### src/rtl/lock_fsm_if.sv
// Key-front-end to lock_fsm connection: trigger/code inputs and lock indications.
// The master modport is the front end; the slave modport is lock_fsm itself.
interface lock_fsm_if;
   logic       enter_trig;
   logic       init_trig;
   logic [3:0] ctrl;
   logic       unlock;
   logic       err;
   logic       alarm;
   logic [1:0] fail_cnt;
   logic [2:0] state_o;
   logic       pwd_upd;

   modport master (
      output enter_trig, init_trig, ctrl,
      input  unlock, err, alarm, fail_cnt, state_o, pwd_upd
   );

   modport slave (
      input  enter_trig, init_trig, ctrl,
      output unlock, err, alarm, fail_cnt, state_o, pwd_upd
   );
endinterface

### src/rtl/lock_fsm.sv
// Combination-lock sequencer: code check, timed open/error/alarm states, fail counting.
// Define LOCK_PWD_SET_EN to allow rewriting the password with init_trig while open.
module lock_fsm #(
   parameter logic [3:0]  PASSWORD     = 4'h9,
   parameter int unsigned MAX_FAIL     = 3,
   parameter logic [31:0] OPEN_CYCLES  = 32'd270_000_000,
   parameter logic [31:0] ERR_CYCLES   = 32'd27_000_000,
   parameter logic [31:0] ALARM_CYCLES = 32'd810_000_000
) (
   input logic        clk,
   input logic        rst,
   lock_fsm_if.slave  bus
);

   typedef enum logic [2:0] {
      S_IDLE  = 3'd0,
      S_CHECK = 3'd1,
      S_OPEN  = 3'd2,
      S_ERR   = 3'd3,
      S_ALARM = 3'd4
   } state_t;

   localparam logic [2:0] FAIL_TRIP = MAX_FAIL[2:0];
   localparam logic [1:0] FAIL_SAT  = MAX_FAIL[1:0];

   state_t      state_q, state_d;
   logic [3:0]  code_q, code_d;
   logic [31:0] timer_q, timer_d;
   logic [1:0]  fail_q, fail_d;
   logic        unlock_q, unlock_d;
   logic        err_q, err_d;
   logic        alarm_q, alarm_d;
   logic [3:0]  pwd_cur;

`ifdef LOCK_PWD_SET_EN
   logic [3:0]  pwd_q, pwd_d;
   logic        pwd_upd_q, pwd_upd_d;

   assign pwd_cur     = pwd_q;
   assign bus.pwd_upd = pwd_upd_q;
`else
   logic        unused_init_trig;

   assign unused_init_trig = bus.init_trig;
   assign pwd_cur          = PASSWORD;
   assign bus.pwd_upd      = 1'b0;
`endif

   always_comb begin
      state_d = state_q;
      code_d  = code_q;
      timer_d = timer_q;
      fail_d  = fail_q;
`ifdef LOCK_PWD_SET_EN
      pwd_d     = pwd_q;
      pwd_upd_d = 1'b0;
`endif
      case (state_q)
         S_IDLE: begin
            if (bus.enter_trig) begin
               code_d  = bus.ctrl;
               state_d = S_CHECK;
            end
         end
         S_CHECK: begin
            if (code_q == pwd_cur) begin
               fail_d  = 2'd0;
               state_d = S_OPEN;
               timer_d = OPEN_CYCLES - 32'd1;
            end else if (({1'b0, fail_q} + 3'd1) == FAIL_TRIP) begin
               fail_d  = FAIL_SAT;
               state_d = S_ALARM;
               timer_d = ALARM_CYCLES - 32'd1;
            end else begin
               fail_d  = fail_q + 2'd1;
               state_d = S_ERR;
               timer_d = ERR_CYCLES - 32'd1;
            end
         end
         S_OPEN: begin
            // Relock beats both a password write and timer expiry.
            if (bus.enter_trig) begin
               state_d = S_IDLE;
`ifdef LOCK_PWD_SET_EN
            end else if (bus.init_trig) begin
               pwd_d     = bus.ctrl;
               pwd_upd_d = 1'b1;
               timer_d   = OPEN_CYCLES - 32'd1;
`endif
            end else if (timer_q == 32'd0) begin
               state_d = S_IDLE;
            end else begin
               timer_d = timer_q - 32'd1;
            end
         end
         S_ERR: begin
            if (timer_q == 32'd0) state_d = S_IDLE;
            else                  timer_d = timer_q - 32'd1;
         end
         S_ALARM: begin
            if (timer_q == 32'd0) begin
               state_d = S_IDLE;
               fail_d  = 2'd0;
            end else begin
               timer_d = timer_q - 32'd1;
            end
         end
         default: state_d = S_IDLE;
      endcase
      // Indications are registered copies of the next state.
      unlock_d = (state_d == S_OPEN);
      err_d    = (state_d == S_ERR);
      alarm_d  = (state_d == S_ALARM);
   end

   always_ff @(posedge clk or posedge rst) begin
      if (rst) begin
         state_q   <= S_IDLE;
         code_q    <= 4'd0;
         timer_q   <= 32'd0;
         fail_q    <= 2'd0;
         unlock_q  <= 1'b0;
         err_q     <= 1'b0;
         alarm_q   <= 1'b0;
`ifdef LOCK_PWD_SET_EN
         pwd_q     <= PASSWORD;
         pwd_upd_q <= 1'b0;
`endif
      end else begin
         state_q   <= state_d;
         code_q    <= code_d;
         timer_q   <= timer_d;
         fail_q    <= fail_d;
         unlock_q  <= unlock_d;
         err_q     <= err_d;
         alarm_q   <= alarm_d;
`ifdef LOCK_PWD_SET_EN
         pwd_q     <= pwd_d;
         pwd_upd_q <= pwd_upd_d;
`endif
      end
   end

   assign bus.unlock   = unlock_q;
   assign bus.err      = err_q;
   assign bus.alarm    = alarm_q;
   assign bus.fail_cnt = fail_q;
   assign bus.state_o  = state_q;

endmodule
### src/flat_wrapper.sv
// flat-port wrapper written by rule: the top's interface ports become plain ports
module lock_fsm_flat 
#(
   parameter logic [3:0]  PASSWORD     = 4'h9,
   parameter int unsigned MAX_FAIL     = 3,
   parameter logic [31:0] OPEN_CYCLES  = 32'd270_000_000,
   parameter logic [31:0] ERR_CYCLES   = 32'd27_000_000,
   parameter logic [31:0] ALARM_CYCLES = 32'd810_000_000
)
  (clk, rst, bus_enter_trig, bus_init_trig, bus_ctrl, bus_unlock, bus_err, bus_alarm, bus_fail_cnt, bus_state_o, bus_pwd_upd);
  lock_fsm_if bus_i ();
  input logic clk;
  input logic rst;
  input wire logic [$bits(bus_i.enter_trig)-1:0] bus_enter_trig;
  input wire logic [$bits(bus_i.init_trig)-1:0] bus_init_trig;
  input wire logic [$bits(bus_i.ctrl)-1:0] bus_ctrl;
  output wire logic [$bits(bus_i.unlock)-1:0] bus_unlock;
  output wire logic [$bits(bus_i.err)-1:0] bus_err;
  output wire logic [$bits(bus_i.alarm)-1:0] bus_alarm;
  output wire logic [$bits(bus_i.fail_cnt)-1:0] bus_fail_cnt;
  output wire logic [$bits(bus_i.state_o)-1:0] bus_state_o;
  output wire logic [$bits(bus_i.pwd_upd)-1:0] bus_pwd_upd;
  assign bus_i.enter_trig = bus_enter_trig;
  assign bus_i.init_trig = bus_init_trig;
  assign bus_i.ctrl = bus_ctrl;
  assign bus_unlock = bus_i.unlock;
  assign bus_err = bus_i.err;
  assign bus_alarm = bus_i.alarm;
  assign bus_fail_cnt = bus_i.fail_cnt;
  assign bus_state_o = bus_i.state_o;
  assign bus_pwd_upd = bus_i.pwd_upd;
  lock_fsm #(.PASSWORD(PASSWORD), .MAX_FAIL(MAX_FAIL), .OPEN_CYCLES(OPEN_CYCLES), .ERR_CYCLES(ERR_CYCLES), .ALARM_CYCLES(ALARM_CYCLES)) u_core (.clk(clk), .rst(rst), .bus(bus_i));
endmodule
### config.mk
export PLATFORM = sky130hd
export DESIGN_NAME = lock_fsm_flat
export DESIGN_NICKNAME = d
export VERILOG_FILES = /design/src/rtl/lock_fsm_if.sv /design/src/rtl/lock_fsm.sv /design/src/flat_wrapper.sv
export SDC_FILE = /design/constraint.sdc
export NUM_CORES = 1
export LEC_CHECK = 0
export BUFFER_PORTS_ARGS = -buffer_cell sky130_fd_sc_hd__clkbuf_2
export CAP_MARGIN = 5
export CELL_PAD_IN_SITES_DETAIL_PLACEMENT = 2
export CELL_PAD_IN_SITES_GLOBAL_PLACEMENT = 2
export CORE_ASPECT_RATIO = 0.5
export CORE_UTILIZATION = 41
export DETAILED_ROUTE_END_ITERATION = 10
export GPL_TIMING_DRIVEN = 0
export PLACE_DENSITY = 0.95
export SYNTH_ARGS = -nofsm -noshare
export SYNTH_HDL_FRONTEND = slang
export SYNTH_SLANG_ARGS = --single-unit
### constraint.sdc
create_clock -name clk -period 3.3 [get_ports clk]
set_input_delay 0.66 -clock clk [delete_from_list [all_inputs] [get_ports clk]]
set_output_delay 0.66 -clock clk [all_outputs]
set_load 0.01 [all_outputs]
==> results of run 1 <==
==> layout make-up <==
class / instances / share of cell area
inverters: 7 / 0.00855
repair buffers: 15 / 0.0293
flip-flops and latches: 44 / 0.358
plain buffers: 17 / 0.0285
multi-input cells: 228 / 0.479
well taps: 88 / 0.0358
clock buffers: 7 / 0.0497
clock inverters: 1 / 0.00978
diodes: 1 / 0.000815
==> cell usage after synthesis, drive strengths merged, types with 6 or more instances <==
| cell | count |
|---|---|
| buf | 6 |
| o21ai | 16 |
| or4 | 10 |
| o31ai | 6 |
| nand3 | 9 |
| dfrtp | 44 |
| a31oi | 14 |
| clkbuf | 11 |
| inv | 7 |
| nand2 | 21 |
| nor2 | 26 |
| a21oi | 18 |
| nor3 | 12 |
| nand4 | 6 |
| nor4 | 12 |
==> flip-flops by register name (all words and copies together) (netlist names) <==
register / count
u_core.timer_q: 32
u_core.bus.state_o: 3
u_core.bus.unlock: 1
u_core.bus.err: 1
u_core.code_q: 4
u_core.bus.alarm: 1
u_core.bus.fail_cnt: 2
==> metal layers <==
metal	vias to the layer above	track usage	share of wire
met2	177	0.649	0.47
met3	53	0.117	0.082
met1	1504	0.501	0.41
met5	-	0	0
met4	0	0.198	0.034
li1	1187	-	-
==> worst paths after layout <==
check	start	endpoint	slack, ns	depth (start not counted)
max	u_core.timer_q[4]	u_core.timer_q[5]	0.07	7
min	rst	u_core.code_q[1]	0.27	2
max reg2reg	u_core.timer_q[4]	u_core.timer_q[5]	0.07	7
min reg2reg	u_core.bus.fail_cnt[0]	u_core.bus.fail_cnt[0]	0.51	1
max in group asynchronous	rst	u_core.timer_q[8]	2.52	3
min in group clk	u_core.bus.fail_cnt[0]	u_core.bus.fail_cnt[0]	0.51	1
==> stage by stage <==
step                      worst slack, ns   util  instance area [um^2]  cells  power, mW
final                              0.0651  0.497                  3070    408       1.20
after global routing              0.00756  0.497                  3070    407       1.21
after CTS                          0.0673  0.495                  3060    407       1.19
after detailed placement            0.323  0.465                  2880    399      0.570
after global placement              0.533  0.462                  2860    398      0.566
after floorplan                      1.07      -                  2680    296      0.559
==> cells in the final DEF, fill, tap and decap left out, drive strengths merged, types with 4 or more instances in the layout <==
| cell | count |
|---|---|
| dfrtp | 44 |
| clkbuf | 32 |
| nor2 | 26 |
| nand2 | 21 |
| a21oi | 18 |
| o21ai | 16 |
| a31oi | 14 |
| nor3 | 12 |
| nor4 | 12 |
| or4 | 10 |
| nand3 | 9 |
| inv | 7 |
| buf | 7 |
| o31ai | 6 |
| nand4 | 6 |
| nand2b | 5 |
| or3 | 5 |
| and3 | 5 |
| mux2i | 5 |
| o22ai | 5 |
| and4 | 5 |
| mux2 | 4 |
==> cells by family (layout without fill, tap and decap cells) <==
| family | after synthesis | count (layout) | synth area share |
|---|---|---|---|
| compound gates | 80 | 80 | 0.193 |
| fa+ha+maj | 2 | 2 | 0.00935 |
| buf+inv | 24 | 47 | 0.0426 |
| flops | 44 | 44 | 0.412 |
| mux | 9 | 9 | 0.0355 |
| other cells | 1 | 2 | 0.00140 |
| simple gates | 136 | 136 | 0.306 |
==> power by group <==
group          leakage [nW]  total [mW]  switching [mW]  internal [mW]
Sequential            0.506       0.539               0          0.539
Clock                0.0901       0.637           0.238          0.400
Combinational         0.708      0.0206          0.0144        0.00614
Total                  1.30        1.20           0.252          0.945
==> flow_summary.toml, run 1 <==
[run_status]
status = "completed"

[synthesis]
synth_cell_types = 56
ys_seq_elements = 44
synth_ff_type = "dfrtp_1"
ys_seq_area_frac = 0.412
synth_warnings = 0
synthArstFlopShare = 1.00
yosys.area.top_type = "dfrtp_1"
syn_nets = 306
syn_avg_cell_area_um2 = 9.04
synthCells = 296
synth_edf_count = 0
netlist.area_leader.share = 0.412
netlist_area_um2 = 2680
synth.area.top_cells = "dfrtp_1 41%, nor2_1 3.6%, a21oi_1 3.4%"

[run]
cap_violations = 0

[critical_path]
critPathMaxFanout = 10
crit_buf_inv = 2
endpoint_kind = "register"
crit_slowest_cell = "nor4_2"
cp_top_family = "simple AND/OR/NAND/NOR gates"
worstPathRequired_ns = 3.47
arrival_ns = 3.40
crit_type = "reg -> reg"
crit_path_max_incr_delay_ns = 0.79
start_kind = "register"
crit_chain = "nor4_2, and3_1, clkbuf_1, nand4_2, buf_2, a311oi_1, nor2_1"

[pwr]
ir_drop_mv = 0.218
p_leak_nw = 1.30
powerDensity_nw_per_um2 = 390

[detailed_routing]
vias = 2921
firstDrtPassIters = 4
antenna_left = 0
drt_drc_violations_left = 0
wl_per_cell_um = 30.9
wirelength_um = 12600
routed_via_density = 7.16
dr.first_iter.drc_count = 272

[cells_and_area]
fill_cells = 652
multi_input_area_um2 = 1470
nNetsFinal = 328
syn_to_final_growth_pct = 14.8
layout-drive-gt1-share = 0.154
register_area_um2 = 1100

[global_routing]
grt_use_total = 0.402
grt_max_degree = 34
grt_pass1_vias = 3278
grt_pass1_wl_um = 19800
overflow = 0
grt_antenna_before_repair = 0

[cts]
ctsHtreeMaxLevel = 2
clock_sinks = 44
cts_root_buf = "clkbuf_16"
cts_inserted_buffers = 5
postCtsSetupBuffers = 0
cts_resized = 0
cts_buffer_depth = 2
cts_tree = "built"
insertion_delay_ns = 0.30
postCtsHoldBufs = 0
clk_pin_slew_ns = 0.07

[sta]
rsz0062_at_grt = "no"
hold_slack_ns = 0.275
setup_tns_ns = 0
fin_crit_sh = 0.980
tightest_slew_ns = 0.968
drv_slew = 0
min_period_ns = 3.23
setup_violations = 0
hold_viol = 0
fmax_ghz = 0.309
relSlewSlack = 0.352
final.setup_skew_ns = 0.0112

[placement]
hpwl_um = 7550
place.gp.congestion = 0.861
port_buffers = 14

[die]
die_h_um = 59.1
start_util = 0.433
fp.dieW_um = 116
design.core.area_um2 = 6180
ioPinCount = 17
die_area_um2 = 6870
rows = 20

[hold_path]
min_path_type = "in -> async"
Note: power is estimated with default switching activity, not from simulation.
==> run 2: changes to the inputs <==
GPL_TIMING_DRIVEN = not set   (was 0)
SKIP_CTS_REPAIR_TIMING = 1   (was not set)
==> run 2 against run 1 <==
Compared with the run above:
- routed wire length down 6.7%
- die area unchanged
- first-iteration DRC count down 39%
- critical endpoint is now u_core.timer_q[28]
==> flow_summary.toml, run 2 (synthesis results as in run 1) <==
[cells_and_area]
layout_common_cells = "44 x dfrtp_1, 26 x nor2_1, 21 x nand2_1, 18 x a21oi_1, 15 x o21ai_0"
syn_to_final_growth_pct = 11.7
n_antenna_cell = 0
largest_reg_flops = 32
top_register = "u_core.timer_q"
multi_input_area_um2 = 1460
layout_commonest_cell = "dfrtp_1"
fill_cells = 648
register_area_um2 = 1100
layout-drive-gt1-share = 0.158
nNetsFinal = 320

[critical_path]
start_kind = "register"
worstPathRequired_ns = 3.45
crit_path_max_incr_delay_ns = 0.67
critPathMaxFanout = 16
crit_type = "reg -> reg"
crit_slowest_cell = "or4_1"
cp_top_family = "simple AND/OR/NAND/NOR gates"
r2r_slack_ns = 0.19
crit_chain = "or4_1, nor4_4, nand4_2, nand2_1, o21ai_0"
crit_buf_inv = 0
endpoint_kind = "register"
arrival_ns = 3.26

[placement]
hpwl_um = 6980
port_buffers = 14
place.gp.congestion = 0.823

[pwr]
finalPower_mw = 1.08
ir_drop_mv = 0.160
powerDensity_nw_per_um2 = 363
clockPowerShare = 0.488
power_frac_seq = 0.497
p_int_mw = 0.845
pwr-share-comb = 0.015
p_leak_nw = 1.29
p_switching_mw = 0.240
swShare = 0.221

[detailed_routing]
routed_via_density = 7.07
firstDrtPassIters = 5
drt_drc_violations_left = 0
wirelength_um = 11700
wl_per_cell_um = 29.4
vias = 2819
antenna_left = 0
dr.first_iter.drc_count = 166

[cts]
cts_tree = "built"
cts_root_buf = "clkbuf_16"
insertion_delay_ns = 0.30
cts_inserted_buffers = 5
clk_pin_slew_ns = 0.06
clock_sinks = 44
cts_buffer_depth = 2
ctsHtreeMaxLevel = 2

[global_routing]
overflow = 0
grt_max_degree = 45
grt_pass1_vias = 3087
grt_pass1_wl_um = 18100
grt_use_total = 0.368
grt_antenna_before_repair = 0

[die]
rows = 20
design.core.area_um2 = 6180
fp.dieW_um = 116
die_area_um2 = 6870
start_util = 0.433
die_h_um = 59.1
ioPinCount = 17

[sta]
rsz0062_at_grt = "no"
fmax_ghz = 0.321
min_period_ns = 3.11
setup_violations = 0
hold_viol = 0
final.setup_skew_ns = 0.00460
setup_tns_ns = 0
tightest_slew_ns = 0.964
hold_slack_ns = 0.537
drv_slew = 0
fin_crit_sh = 0.943
relSlewSlack = 0.357

[run_status]
status = "completed"

[run]
cap_violations = 0

[hold_path]
min_path_type = "reg -> reg"
run 2: final cells by class:
class | count | share of cell area
Timing Repair Buffer | 24 | 0.0486
Tap cell | 88 | 0.0368
Inverter | 7 | 0.00879
Multi-Input combinational cell | 228 | 0.488
Clock buffer | 8 | 0.0490
Sequential cell | 44 | 0.368
run 2: layer usage:
layer / share of wire / track usage / up-vias
li1: - / - / 1169
met1: 0.42 / 0.455 / 1435
met2: 0.47 / 0.598 / 167
met3: 0.078 / 0.0961 / 48
met4: 0.041 / 0.198 / 0
met5: 0 / 0 / -
run 2: power groups by stage:
stage               registers [mW]  clock network (mW)  logic [mW]
floorplan                    0.549                   0     0.00975
global placement             0.549                   0      0.0158
detailed placement           0.549                   0      0.0167
CTS                          0.539               0.528      0.0168
global route                 0.539               0.547      0.0184
finish                       0.539               0.529      0.0161
run 2: final timing paths:
check / start / endpoint / depth (start not counted)
setup / recovery: u_core.timer_q[25] / u_core.timer_q[28] / 5
hold / removal: u_core.bus.fail_cnt[0] / u_core.bus.fail_cnt[0] / 1
setup reg to reg: u_core.timer_q[25] / u_core.timer_q[28] / 5
hold reg to reg: u_core.bus.fail_cnt[0] / u_core.bus.fail_cnt[0] / 1
max in group asynchronous: rst / u_core.timer_q[13] / 2
min in group asynchronous: rst / u_core.bus.state_o[0] / 2
run 2: stage by stage:
stage               utilization  setup WS [ns]  cells  area [um^2]
global placement          0.460          0.554    391         2840
global route              0.484         0.0997    399         2990
CTS                       0.484          0.298    399         2990
detailed placement        0.460          0.403    391         2840
finish                    0.484          0.188    399         2990
floorplan                     -           1.07    296         2680
run 2: worst reg2reg max path: cells and delay by family, from the launching register on:
kind	cells	cell delay (ns)
flip-flops	1	0.44
AND/OR/NAND/NOR	4	2.34
AO/OA/AOI/OAI	1	0.18
==> run 3: changes to the inputs <==
clock period = 3.65 ns   (was 3.3 ns; I/O delays follow)
==> run 3 against run 2 <==
Compared with the run above:
- sequential share of layout area is 0.23 points higher
- worst setup slack worse by 0.055 ns
- core utilization is 0.30 points lower
- die area stayed put
- largest cell class unchanged
- final area is 0.63% lower
- critical endpoint is now u_core.timer_q[6]
- first-iteration DRC count is 120% higher
- non-clock buffer count is 3 lower
- final cell count is 0.75% lower
- largest power group unchanged
==> flow_summary.toml, run 3 (synthesis results as in run 1) <==
[die]
ioPinCount = 17
fp.dieW_um = 116
rows = 20
die_area_um2 = 6870
start_util = 0.433
design.core.area_um2 = 6180
die_h_um = 59.1

[cells_and_area]
final_cells = 396
layout-drive-gt1-share = 0.153
layout_common_cells = "44 x dfrtp_1, 26 x nor2_1, 21 x nand2_1, 18 x a21oi_1, 15 x o21ai_0"
top_register = "u_core.timer_q"
syn_to_final_growth_pct = 11.0
nNetsFinal = 317
layout_commonest_cell = "dfrtp_1"
largest_reg_flops = 32
n_antenna_cell = 0
fill_cells = 679
multi_input_area_um2 = 1460
register_area_um2 = 1100
finalInstanceArea_um2 = 2970

[sta]
rsz0062_at_grt = "no"
fmax_ghz = 0.284
drv_slew = 0
final.setup_skew_ns = 0.0112
fin_ws_ns = 0.132
relSlewSlack = 0.265
setup_violations = 0
fin_crit_sh = 0.964
min_period_ns = 3.52
setup_tns_ns = 0
tightest_slew_ns = 1.10
hold_viol = 0

[detailed_routing]
top_layer_used = "met4"
wl_per_cell_um = 31.3
firstDrtPassIters = 5
wl_met3_um = 1080
wl_met1_um = 5070
vias = 2902
wirelength_um = 12400
routed_via_density = 7.33
dr.first_iter.drc_count = 362
routed-wl-met2_um = 5680
antenna_left = 0
drt_drc_violations_left = 0

[global_routing]
grt_use_total = 0.392
grt_antenna_before_repair = 0
grt_pass1_wl_um = 19100
overflow = 0
grt_pass1_vias = 3092
grt_max_degree = 45

[placement]
place.gp.congestion = 0.870
pre_cts_ws_ns = 0.515
placed_cell_area_um2 = 2820
placed_cells = 388
port_buffers = 14
hpwl_um = 7060

[critical_path]
worstPathRequired_ns = 3.79
start_kind = "register"
arrival_ns = 3.65
crit_type = "reg -> reg"
critPathMaxFanout = 16
endpoint_kind = "register"

[cts]
cts_buffer_depth = 2
cts_root_buf = "clkbuf_16"
clock_sinks = 44
clk_pin_slew_ns = 0.07
cts_tree = "built"
insertion_delay_ns = 0.30
ctsHtreeMaxLevel = 2
cts_inserted_buffers = 5

[pwr]
ir_drop_mv = 0.273
p_leak_nw = 1.27
pwr-share-comb = 0.015
p_int_mw = 0.763
powerDensity_nw_per_um2 = 330
swShare = 0.220
p_switching_mw = 0.216
power_frac_seq = 0.498
clockPowerShare = 0.487

[run_status]
status = "completed"

[run]
cap_violations = 0

[hold_path]
min_path_type = "reg -> reg"
## run 3: cell count changes in the layout (fill, tap and decap cells not counted)
| cell | delta |
|---|---|
| buf_4 | -3 |
| clkbuf_1 | -1 |
| clkinvlp_4 | +1 |
## run 3: worst paths after layout
check                                  startpoint                endpoint  slack (ns)  depth (start not counted)
setup / recovery            u_core.bus.state_o[1]       u_core.timer_q[6]        0.13                          5
hold / removal             u_core.bus.fail_cnt[0]  u_core.bus.fail_cnt[0]        0.53                          1
setup reg to reg            u_core.bus.state_o[1]       u_core.timer_q[6]        0.13                          5
hold reg to reg            u_core.bus.fail_cnt[0]  u_core.bus.fail_cnt[0]        0.53                          1
max in group asynchronous                     rst      u_core.timer_q[23]        2.39                          2
min in group asynchronous                     rst   u_core.bus.state_o[1]        0.65                          2
## run 3: area by class of cell
type / count / share of cell area
Clock inverter: 1 / 0.00253
Tap cell: 88 / 0.0371
Inverter: 7 / 0.00885
Clock buffer: 7 / 0.0480
Multi-Input combinational cell: 228 / 0.492
Sequential cell: 44 / 0.371
Timing Repair Buffer: 21 / 0.0413
## run 3: through the flow
stage,total power [mW],util,hold slack [ns]
after floorplan,0.506,-,0.467
after global placement,0.511,0.456,0.483
after detailed placement,0.512,0.456,0.494
after CTS,0.981,0.481,0.531
after global routing,1.00,0.481,0.543
final,0.979,0.481,0.526
## run 3: critical path: stages, from the launching register on
cell and delay, ns:
dfrtp_1 0.58, or3b_2 0.61, o21ai_1 0.61, nand4_2 0.70, nand2_1 0.62, o21ai_0 0.23
## run 3: power by group through the flow
stage	Sequential [mW]	Combinational (mW)	Clock, mW
floorplan	0.497	0.00882	0
global placement	0.497	0.0143	0
detailed placement	0.497	0.0151	0
CTS	0.487	0.0153	0.479
global route	0.487	0.0169	0.500
finish	0.487	0.0147	0.477
## run 3: routing by layer
metal	up-vias	track usage
met3	54	0.119
met4	0	0.174
met5	-	0
met1	1494	0.489
li1	1161	-
met2	193	0.635
